==> src/rtl/audio_pkg.sv <==
// Shared types and constants for the audio sample path: sample word type,
// sequencer states and the sample-rate divider calculation.
package audio_pkg;

    localparam int N_BITS = 10;
    localparam int CLK_HZ = 50_000_000;

    typedef logic [N_BITS-1:0] sample_t;

    typedef enum logic [1:0] {
        WAIT,
        SETTLE,
        COMMIT
    } sync_state_t;

    // Integer clock divider for a requested rate; the remainder is dropped,
    // so the achieved rate is clk_hz / calc_div(...), slightly above fs_hz.
    function automatic int calc_div(input int clk_hz, input int fs_hz);
        return clk_hz / fs_hz;
    endfunction

endpackage

==> src/rtl/fs_tick_gen.sv <==
// Free-running modulo-DIV counter producing a one-cycle strobe on its last count.
// Reused for both the audio sample rate and the pot ADC poll rate.
module fs_tick_gen #(
    parameter int DIV = 1041
) (
    input  logic CLOCK_50,
    input  logic reset_n,
    output logic fs_tick
);

    localparam int CNT_W = (DIV > 1) ? $clog2(DIV) : 1;
    localparam logic [CNT_W-1:0] CNT_LAST = CNT_W'(DIV - 1);

    logic [CNT_W-1:0] cnt_q;
    logic [CNT_W-1:0] cnt_d;

    always_comb begin
        cnt_d = (cnt_q == CNT_LAST) ? '0 : cnt_q + CNT_W'(1);
    end

    always_ff @(posedge CLOCK_50 or negedge reset_n) begin
        if (!reset_n) begin
            cnt_q <= '0;
        end else begin
            cnt_q <= cnt_d;
        end
    end

    assign fs_tick = (cnt_q == CNT_LAST);

endmodule

==> src/rtl/audio_sample_sync.sv <==
// Sample-rate sequencer: holds the newest ADC word, shifts x[n]/x[n-1] on each
// fs tick, then commits the settled filter output as y[n-1] and the DAC word.
module audio_sample_sync
    import audio_pkg::*;
#(
    parameter int N          = N_BITS,
    parameter int CLK_HZ     = audio_pkg::CLK_HZ,
    parameter int FS_HZ      = 48000,
    parameter int SETTLE_CYC = 2
) (
    input  logic          CLOCK_50,
    input  logic          reset_n,
    input  logic [N-1:0]  adc_data,
    input  logic          adc_valid,
    input  logic [N-1:0]  filt_data,
    output logic [N-1:0]  x_n,
    output logic [N-1:0]  x_n1,
    output logic [N-1:0]  y_n1,
    output logic [N-1:0]  dac_data,
    output logic          dac_valid,
    output logic          fs_tick,
    output logic [16:0]   fs_out,
    output logic          underrun,
    output logic [7:0]    drop_cnt
);

    localparam int DIV    = calc_div(CLK_HZ, FS_HZ);
    localparam int FS_ACT = CLK_HZ / DIV;
    localparam int SCNT_W = (SETTLE_CYC > 1) ? $clog2(SETTLE_CYC) : 1;
    localparam logic [SCNT_W-1:0] SCNT_LAST = SCNT_W'(SETTLE_CYC - 1);

    logic tick;

    sync_state_t       state_q, state_d;
    logic [SCNT_W-1:0] scnt_q, scnt_d;
    logic [N-1:0]      hold_q, hold_d;
    logic              fresh_q, fresh_d;
    logic [N-1:0]      x_n_q, x_n_d;
    logic [N-1:0]      x_n1_q, x_n1_d;
    logic [N-1:0]      y_n1_q, y_n1_d;
    logic [N-1:0]      dac_q, dac_d;
    logic              dac_valid_q, dac_valid_d;
    logic              underrun_q, underrun_d;
    logic [7:0]        drop_q, drop_d;

    fs_tick_gen #(
        .DIV (DIV)
    ) u_fs_tick_gen (
        .CLOCK_50 (CLOCK_50),
        .reset_n  (reset_n),
        .fs_tick  (tick)
    );

    // Sample hold and history. A tick consumes the old hold before a
    // same-cycle adc_valid refills it, so that case never counts as a drop.
    always_comb begin
        // NOTE: every signal written here gets its hold value first so no latch is inferred.
        hold_d     = hold_q;
        fresh_d    = fresh_q;
        x_n_d      = x_n_q;
        x_n1_d     = x_n1_q;
        underrun_d = underrun_q;
        drop_d     = drop_q;

        if (tick) begin
            x_n1_d = x_n_q;
            if (fresh_q) begin
                x_n_d   = hold_q;
                fresh_d = 1'b0;
            end else begin
                underrun_d = 1'b1;
            end
        end

        if (adc_valid) begin
            hold_d  = adc_data;
            fresh_d = 1'b1;
            if (fresh_q && !tick && (drop_q != 8'hFF)) begin
                drop_d = drop_q + 8'd1;
            end
        end
    end

    // Settle sequencer: waits SETTLE_CYC cycles after a tick for the
    // combinational filter to resolve, then commits its output once.
    always_comb begin
        state_d     = state_q;
        scnt_d      = scnt_q;
        y_n1_d      = y_n1_q;
        dac_d       = dac_q;
        dac_valid_d = 1'b0;

        case (state_q)
            WAIT: begin
                if (tick) begin
                    state_d = SETTLE;
                    scnt_d  = '0;
                end
            end
            SETTLE: begin
                scnt_d = scnt_q + SCNT_W'(1);
                if (scnt_q == SCNT_LAST) begin
                    state_d = COMMIT;
                end
            end
            COMMIT: begin
                y_n1_d      = filt_data;
                dac_d       = filt_data;
                dac_valid_d = 1'b1;
                state_d     = WAIT;
            end
            default: state_d = WAIT;
        endcase
    end

    always_ff @(posedge CLOCK_50 or negedge reset_n) begin
        if (!reset_n) begin
            state_q     <= WAIT;
            scnt_q      <= '0;
            hold_q      <= '0;
            fresh_q     <= 1'b0;
            x_n_q       <= '0;
            x_n1_q      <= '0;
            y_n1_q      <= '0;
            dac_q       <= '0;
            dac_valid_q <= 1'b0;
            underrun_q  <= 1'b0;
            drop_q      <= '0;
        end else begin
            // NOTE: sequential state uses non-blocking assignments only.
            state_q     <= state_d;
            scnt_q      <= scnt_d;
            hold_q      <= hold_d;
            fresh_q     <= fresh_d;
            x_n_q       <= x_n_d;
            x_n1_q      <= x_n1_d;
            y_n1_q      <= y_n1_d;
            dac_q       <= dac_d;
            dac_valid_q <= dac_valid_d;
            underrun_q  <= underrun_d;
            drop_q      <= drop_d;
        end
    end

    assign x_n       = x_n_q;
    assign x_n1      = x_n1_q;
    assign y_n1      = y_n1_q;
    assign dac_data  = dac_q;
    assign dac_valid = dac_valid_q;
    assign fs_tick   = tick;
    assign fs_out    = 17'(FS_ACT);
    assign underrun  = underrun_q;
    assign drop_cnt  = drop_q;

endmodule

==> config.mk <==
export PLATFORM = sky130hd
export DESIGN_NAME = audio_sample_sync
export DESIGN_NICKNAME = d
export VERILOG_FILES = /design/src/rtl/audio_pkg.sv /design/src/rtl/fs_tick_gen.sv /design/src/rtl/audio_sample_sync.sv
export SDC_FILE = /design/constraint.sdc
export NUM_CORES = 1
export LEC_CHECK = 0
export CAP_MARGIN = 20
export CORE_MARGIN = 4
export CORE_UTILIZATION = 34
export CTS_BUF_LIST = sky130_fd_sc_hd__clkbuf_2
export DETAILED_ROUTE_END_ITERATION = 7
export PLACE_DENSITY = 0.63
export SLEW_MARGIN = 5
export SYNTH_ARGS = -nofsm -noshare
export SYNTH_HDL_FRONTEND = slang
export SYNTH_SLANG_ARGS = --single-unit
==> constraint.sdc <==
create_clock -name CLOCK_50 -period 2.15 [get_ports CLOCK_50]
set_input_delay 0.3225 -clock CLOCK_50 [delete_from_list [all_inputs] [get_ports CLOCK_50]]
set_output_delay 0.3225 -clock CLOCK_50 [all_outputs]
set_load 0.005 [all_outputs]
== Word-level counts from Yosys, hierarchy flattened ==
Cells that the tools add are included.
Word-level totals
  register bits: 65
  bits in latches: 0
  bits in writable memories: 0
  memory bits (read-only): 0
  output and inout bits: 68
  word-level logic and storage cells: 40
  memories kept: 0
Cells by class
  $add $sub $neg: 3
  multipliers: 0
  divide/modulo/power cells: 0
  order comparisons: 0
  equal/unequal tests: 6
  shift-type cells: 0
  multiplexer cells: 8
  bitwise logic cells: 1
  reduce and logical (&&, ||, !) cells: 11
Operators with widths (count)
  adder 11 x 1 -> 11 bit (second input constant): 1
  equality test 11 bit (second input constant): 1
  two-way mux 11 bit: 1
  AND reduction 2 bit: 5
  adder 8 x 1 -> 8 bit (second input constant): 1
  != test 8 bit (second input constant): 1
  two-way mux 2 bit: 2
  != test 2 bit (second input constant): 2
  case mux 2 bit (2 select lines): 1
  nonzero test 2 bit: 2
  two-way mux 1 bit: 3
  equality test 2 x 1 -> 1 bit (second input constant): 1
  equality test 2 bit (second input constant): 1
  logical AND 1 bit: 2
  zero test 2 bit: 1
  case mux 1 bit (2 select lines): 1
  adder 1 bit (second input constant): 1
  zero test 1 bit: 1
  NOT 1 bit: 1

== Logic depth before layout (Yosys ltp) ==
Gate-level depths: netlist (run 1).
  depth after elaboration: 5
  gate-level depth with buffers: 9
  depth with buffers taken out: 7

== Cells and area by module ==
Synthesis (run 1) repeated with hierarchy kept, for this count alone.
Unflattened totals
  cells, all modules: 212
  area total of the unflattened synthesis: 2859.0 µm²
By module, submodules not included
  audio_sample_sync: instances 1, cells each 164, area each 2336.0 µm², sequential area each 1351.3 µm²
  fs_tick_gen: instances 1, cells each 48, area each 523.0 µm², sequential area each 275.3 µm²

== Least setup slack after synthesis (run 1) ==
Ideal clock, no wire load.
  path type: register -> output
  start: register u_fs_tick_gen.cnt_q[0]
  end: output fs_tick
  arrival: 1.370 ns
  data required time: 1.827 ns
  slack: 0.457 ns
  cell stages (with the launch flop): 8
  buffers on the path: 2
  cell sequence: dfrtp_1 > inv_1 > ha_1 > nor4b_4 > nand4_4 > inv_4 > buf_6 > buf_6
On the way
  word-level cells in the longest chain between the ends: 1
RTL lines
  from (decl): line fs_tick_gen.sv:14  | logic [CNT_W-1:0] cnt_q;
  from (signal assigned): line fs_tick_gen.sv:25  | cnt_q <= cnt_d;
  equality test 11 bit: line fs_tick_gen.sv:29  | assign fs_tick = (cnt_q == CNT_LAST);
  to (decl): line audio_sample_sync.sv:21  | output logic fs_tick,
Every way passes these cells.

== Worst setup path in the final report (run 1) ==
  start: register u_fs_tick_gen.cnt_q[1]
  end: output fs_tick
Same word-level chain as after synthesis.

==> flow_metrics.env, run 1 <==
export IMPL_status="completed"
export IMPL_cp_num_cells=6
export IMPL_syn_inst=231
export IMPL_worstPathCellList="inv_2, ha_1, nor4b_4, nand4_4, inv_4, clkbuf_2"
export IMPL_required_ns=1.83
export IMPL_final_util_pct=45.3
export IMPL_setup_viol=0
export IMPL_setup_worst_path_start="u_fs_tick_gen.cnt_q[1]"
export IMPL_rr_worst_depth=8
export IMPL_fmax_mhz=506
export IMPL_synthArstFlopShare_pct=100
export IMPL_regToRegEndpoint="x_n[1]"
export IMPL_cts_tree="yes"
export IMPL_portBuffers=73
export IMPL_stdcell_count=418
export IMPL_route_vias_total=1858
export IMPL_yosys_cell_types_count=34
export IMPL_drv_slew=0
export IMPL_io_pins=91
export IMPL_ys_warn_count=0
export IMPL_wl_met2_um=2720
export IMPL_clk_latency_ns=0.47
export IMPL_die_area_um2=10100
export IMPL_clkSlewWorstSetupHoldPaths_ns=0.20
export IMPL_min_period_over_period_pct=91.9
export IMPL_synth_area_per_cell_um2=12.5
export IMPL_synthFlopType="dfrtp_1"
export IMPL_start_kind="flip-flop"
export IMPL_cts_root_buffer="clkbuf_2"
export IMPL_final_cell_mix="clkdlybuf4s50_1 (71), dfrtp_1 (65), nand2_1 (34)"
export IMPL_nFillCells=783
export IMPL_grt_setup_unrepaired="no"
export IMPL_path_delay_family="flip-flops"
export IMPL_antenna_found_initial=0
export IMPL_layout_min_cycle_time_ns=1.98
export IMPL_crit_fanout=2
export IMPL_vdd_ir_drop_max_mv=0.305
export IMPL_drc=0
export IMPL_routedWlPerCell_um=13.4
export IMPL_final_nets=334
export IMPL_routed_wl_met3_um=353
export IMPL_grt_max_degree=56
export IMPL_cts_buffers=9
export IMPL_coreArea_um2=8260
export IMPL_dp_cells=399
export IMPL_timing_critical_path_buf_inv=3
export IMPL_wl_met1_um=2450
export IMPL_cts_sinks=65
export IMPL_place_congestion=0.756
export IMPL_fp_dieW_um=100
export IMPL_powerDensity_nw_per_um2=633
export IMPL_hp_class="input port to async pin"
export IMPL_cp_arrival_ns=1.65
export IMPL_first_iter_violations=80
export IMPL_ant_nets=0
export IMPL_start_util_pct=35.0
export IMPL_grt_pass1_wl_um=9420
export IMPL_synth_seq_area_share_pct=56.2
export IMPL_grt_util_all_layers_pct=11.9
export IMPL_via_per_inst=4.44
export IMPL_grt_pass1_vias=1936
export IMPL_crit_path_end="fs_tick"
export IMPL_maxUsedRoutingLayer="met4"
export IMPL_die_h_um=100
export IMPL_final_common_cell="clkdlybuf4s50_1"
export IMPL_rows=33
export IMPL_syn_area_um2=2890
export IMPL_cp_end_kind="output pin"
export IMPL_max_cap_violations=0
export IMPL_fin_tns_setup_ns=0
export IMPL_finalPower_mw=2.37
export IMPL_area_growth_pct=29.2
export IMPL_synth_edf_count=0
export IMPL_antenna_cells=0
export IMPL_drive_gt1_share_pct=20.1
export IMPL_wl_um=5610
export IMPL_p_leak_nw=1.77
export IMPL_globalRouteOverflowTotal=0
export IMPL_crit_path_max_incr_delay_ns=0.43
export IMPL_cts_buffer_depth=2
export IMPL_detail_route_first_pass_iterations=4
export IMPL_hold_violations=0
export IMPL_htreeDepth=3
export IMPL_regToRegStartpoint="u_fs_tick_gen.cnt_q[1]"
export IMPL_crit_type="flip-flop to output pin"
export IMPL_hold_slack_ns=0.240
export IMPL_critPathSlowestCell="dfrtp_1"
export IMPL_fin_skew_ns=0.0285
export IMPL_post_dp_hpwl_um=4100
export IMPL_ys_ff_latch=65
export IMPL_rrSetupSlack_ns=0.29
## synth_stat cells (3+ instances only)
master    n  share of area (%)
xnor2_1   9                2.7
inv_1     3               0.39
nand3_1   6                1.0
nor3_1    4               0.69
xor2_1    7                2.1
nor2_1    9                1.2
dfrtp_1  65                 56
mux2_2   22                8.6
nand2_1  34                4.4
and3_1    3               0.65
ha_1      3                1.3
buf_4    27                7.0
mux2_4   10                5.2
nor2b_1   3               0.65
## flip-flops by register name (all words and copies together) (netlist names)
register             cells
u_fs_tick_gen.cnt_q     11
dac_data                10
hold_q                  10
x_n1                    10
x_n                     10
drop_cnt                 8
state_q                  2
dac_valid                1
fresh_q                  1
scnt_q                   1
underrun                 1
## repair_timing
item                                   CTS  global route
buffers inserted                         2             0
hold buffers                             1             0
endpoints found under the hold margin   10             0
setup endpoints to repair                1             1
resized for setup                        2             2
pin swaps                                1             0
## report_power, final
| group | internal, mW | switching (mW) | total (mW) |
|---|---|---|---|
| clock | 0.150 | 0.436 | 0.586 |
| combinational | 0.247 | 0.134 | 0.382 |
| sequential | 1.31 | 0.0876 | 1.40 |
## logic make-up (layout without fill, tap and decap cells)
| kind of cell | after synthesis | in the layout | synth area share, % |
|---|---|---|---|
| AND/OR/NAND/NOR | 71 | 71 | 13.2 |
| buffers and inverters | 36 | 103 | 8.82 |
| multiplexers | 32 | 32 | 13.7 |
| other | 2 | 17 | 0.260 |
| XOR/XNOR | 16 | 16 | 4.84 |
| adder cells (fa/ha/maj) | 3 | 3 | 1.30 |
| AO/OA/AOI/OAI | 6 | 6 | 1.60 |
| flip-flops | 65 | 65 | 56.2 |
## routing by layer
| layer | vias to the layer above | track usage (%) |
|---|---|---|
| met2 | 61 | 18.3 |
| li1 | 880 | - |
| met5 | - | 0 |
| met1 | 909 | 15.4 |
| met3 | 8 | 2.85 |
| met4 | 0 | 6.53 |
## area by class of cell
| cell class | instances | area, µm² | share of cell area, % |
|---|---|---|---|
| well taps | 105 | 131 | 3.51 |
| flip-flops and latches | 65 | 1630 | 43.5 |
| inverters | 4 | 17.5 | 0.468 |
| repair buffers | 83 | 811 | 21.7 |
| clock inverters | 6 | 35.0 | 0.937 |
| multi-input cells | 145 | 1070 | 28.6 |
| clock buffers | 10 | 50.0 | 1.34 |
## worst reg2reg max path, delay by kind of cell, from the launching register on
kind	cells	cell delay [ns]
adder cells (fa/ha/maj)	1	0.13
buffers and inverters	3	0.36
multiplexers	1	0.33
AND/OR/NAND/NOR	3	0.51
flip-flops	1	0.43
## through the flow
| stage | cell area (µm²) | setup slack [ns] |
|---|---|---|
| 2_1_floorplan | 2950 | 0.457 |
| 3_3_place_gp | 3630 | 0.274 |
| 3_5_place_dp | 3630 | 0.234 |
| 4_1_cts | 3740 | 0.00878 |
| 5_1_grt | 3740 | 0.0473 |
| 6_report | 3740 | 0.175 |
## worst min-delay path by stage
stage                        from     endpoint  depth (start not counted)
after floorplan           reset_n  dac_data[0]                          0
after global placement    reset_n      x_n1[9]                          1
after detailed placement  reset_n      x_n1[9]                          1
after CTS                 reset_n  drop_cnt[4]                          2
after global routing      reset_n  drop_cnt[4]                          2
final                     reset_n  drop_cnt[4]                          2
Note: power is estimated with default switching activity, not from simulation.
==> run 2, diff against run 1 <==
--- a/config.mk
+++ b/config.mk
@@ -10,7 +10,9 @@
 export CORE_UTILIZATION = 34
 export CTS_BUF_LIST = sky130_fd_sc_hd__clkbuf_2
 export DETAILED_ROUTE_END_ITERATION = 7
+export MAX_ROUTING_LAYER = met4
 export PLACE_DENSITY = 0.63
+export RECOVER_POWER = 25
 export SLEW_MARGIN = 5
 export SYNTH_ARGS = -nofsm -noshare
 export SYNTH_HDL_FRONTEND = slang
==> flow_metrics.env, run 2 (synthesis gave the netlist of run 1 again) <==
export IMPL_status="completed"
export IMPL_required_ns=1.83
export IMPL_drv_slew=0
export IMPL_regToRegEndpoint="x_n[0]"
export IMPL_crit_fanout=2
export IMPL_start_util_pct=35.0
export IMPL_grt_util_all_layers_pct=12.3
export IMPL_io_pins=91
export IMPL_final_nets=334
export IMPL_powerDensity_nw_per_um2=635
export IMPL_cts_buffers=9
export IMPL_fmax_mhz=506
export IMPL_layout_min_cycle_time_ns=1.97
export IMPL_p_leak_nw=1.76
export IMPL_wl_um=5620
export IMPL_grt_setup_unrepaired="no"
export IMPL_grt_pass1_vias=1932
export IMPL_drive_gt1_share_pct=19.8
export IMPL_die_h_um=100
export IMPL_grt_max_degree=56
export IMPL_worstMarginPinSlew_ns=0.732
export IMPL_top_register="u_fs_tick_gen.cnt_q"
export IMPL_min_period_over_period_pct=91.8
export IMPL_cp_end_kind="output pin"
export IMPL_hold_violations=0
export IMPL_vdd_ir_drop_max_mv=0.305
export IMPL_via_per_inst=4.41
export IMPL_coreArea_um2=8260
export IMPL_portBuffers=73
export IMPL_regToRegStartpoint="u_fs_tick_gen.cnt_q[1]"
export IMPL_rrSetupSlack_ns=0.30
export IMPL_cts_buffer_depth=2
export IMPL_max_slew_margin_pct=51.2
export IMPL_place_congestion=0.765
export IMPL_clkSlewWorstSetupHoldPaths_ns=0.20
export IMPL_post_dp_hpwl_um=4100
export IMPL_rows=33
export IMPL_fin_tns_setup_ns=0
export IMPL_final_cell_mix="clkdlybuf4s50_1 (71), dfrtp_1 (65), nand2_1 (34)"
export IMPL_fp_dieW_um=100
export IMPL_final_common_cell="clkdlybuf4s50_1"
export IMPL_die_area_um2=10100
export IMPL_cp_arrival_ns=1.65
export IMPL_detail_route_first_pass_iterations=4
export IMPL_rr_worst_depth=8
export IMPL_clk_latency_ns=0.47
export IMPL_ant_nets=0
export IMPL_cts_tree="yes"
export IMPL_antenna_found_initial=0
export IMPL_routedWlPerCell_um=13.4
export IMPL_crit_type="flip-flop to output pin"
export IMPL_globalRouteOverflowTotal=0
export IMPL_max_cap_violations=0
export IMPL_antenna_cells=0
export IMPL_finalPower_mw=2.37
export IMPL_hp_class="input port to async pin"
export IMPL_cts_root_buffer="clkbuf_2"
export IMPL_largest_register_ff_count=11
export IMPL_setup_viol=0
export IMPL_htreeDepth=3
export IMPL_start_kind="flip-flop"
export IMPL_cts_sinks=65
export IMPL_grt_pass1_wl_um=9450
export IMPL_first_iter_violations=72
export IMPL_drc=0
export IMPL_route_vias_total=1844
export IMPL_area_growth_pct=28.8
export IMPL_fin_skew_ns=0.0281
==> run 2: cell count changes in the layout (fill, tap and decap cells not counted) <==
cell	delta
clkbuf_4	+1
buf_2	-1
buf_12	-1
clkbuf_1	+1
==> run 2: area by class of cell <==
cell class,instances,area (µm²)
sequential,65,1630
clock buffer,10,50.0
inverter,4,17.5
multi-input combinational,145,1070
fill,783,4530
tap,105,131
timing repair buffer,83,797
clock inverter,6,35.0
==> run 2: worst max path at each step <==
stage / from / to / slack [ns] / cells after the start
final: u_fs_tick_gen.cnt_q[1] / fs_tick / 0.18 / 6
after global routing: u_fs_tick_gen.cnt_q[1] / fs_tick / 0.04 / 6
after CTS: u_fs_tick_gen.cnt_q[1] / fs_tick / 0.009 / 6
after detailed placement: u_fs_tick_gen.cnt_q[0] / fs_tick / 0.23 / 6
after global placement: u_fs_tick_gen.cnt_q[0] / fs_tick / 0.27 / 6
after floorplan: u_fs_tick_gen.cnt_q[0] / fs_tick / 0.46 / 7
==> run 2: routing by layer <==
metal	GRT usage [%]	routed length, µm	part of all wire [%]
met1	15.7	2530	45
met2	18.3	2680	48
met3	2.71	323	5.7
met5	-	0	0
met4	6.53	91	1.6
==> run 2: worst max-delay path: stages (launching register included) <==
cell and delay [ns]:
dfrtp_1 0.43, inv_2 0.06, ha_1 0.13, nor4b_4 0.24
nand4_4 0.14, inv_4 0.08, clkbuf_2 0.10
==> run 2: where the power goes <==
part           switching, mW  internal, mW  leakage (nW)  total (mW)
combinational          0.134         0.244         0.854       0.378
clock                  0.439         0.150        0.0607       0.589
sequential            0.0875          1.31         0.850        1.40
==> run 2: what timing repair did <==
item	CTS	global route
endpoints found under the setup margin	1	1
resized for setup	2	2
gates cloned	0	0
pin swaps	1	0
hold buffers	1	0
buffers inserted	2	0
hold endpoints to repair	10	0
==> run 2: per-stage QoR <==
stage / setup slack [ns] / hold WS, ns / instances / util (%) / instance area, µm²
floorplan: 0.457 / 0.0269 / 246 / - / 2950
global placement: 0.274 / 0.227 / 399 / 44.0 / 3630
detailed placement: 0.234 / 0.228 / 399 / 44.0 / 3630
CTS: 0.00878 / 0.226 / 418 / 45.3 / 3740
global route: 0.0398 / 0.386 / 418 / 45.1 / 3730
finish: 0.175 / 0.341 / 418 / 45.1 / 3730
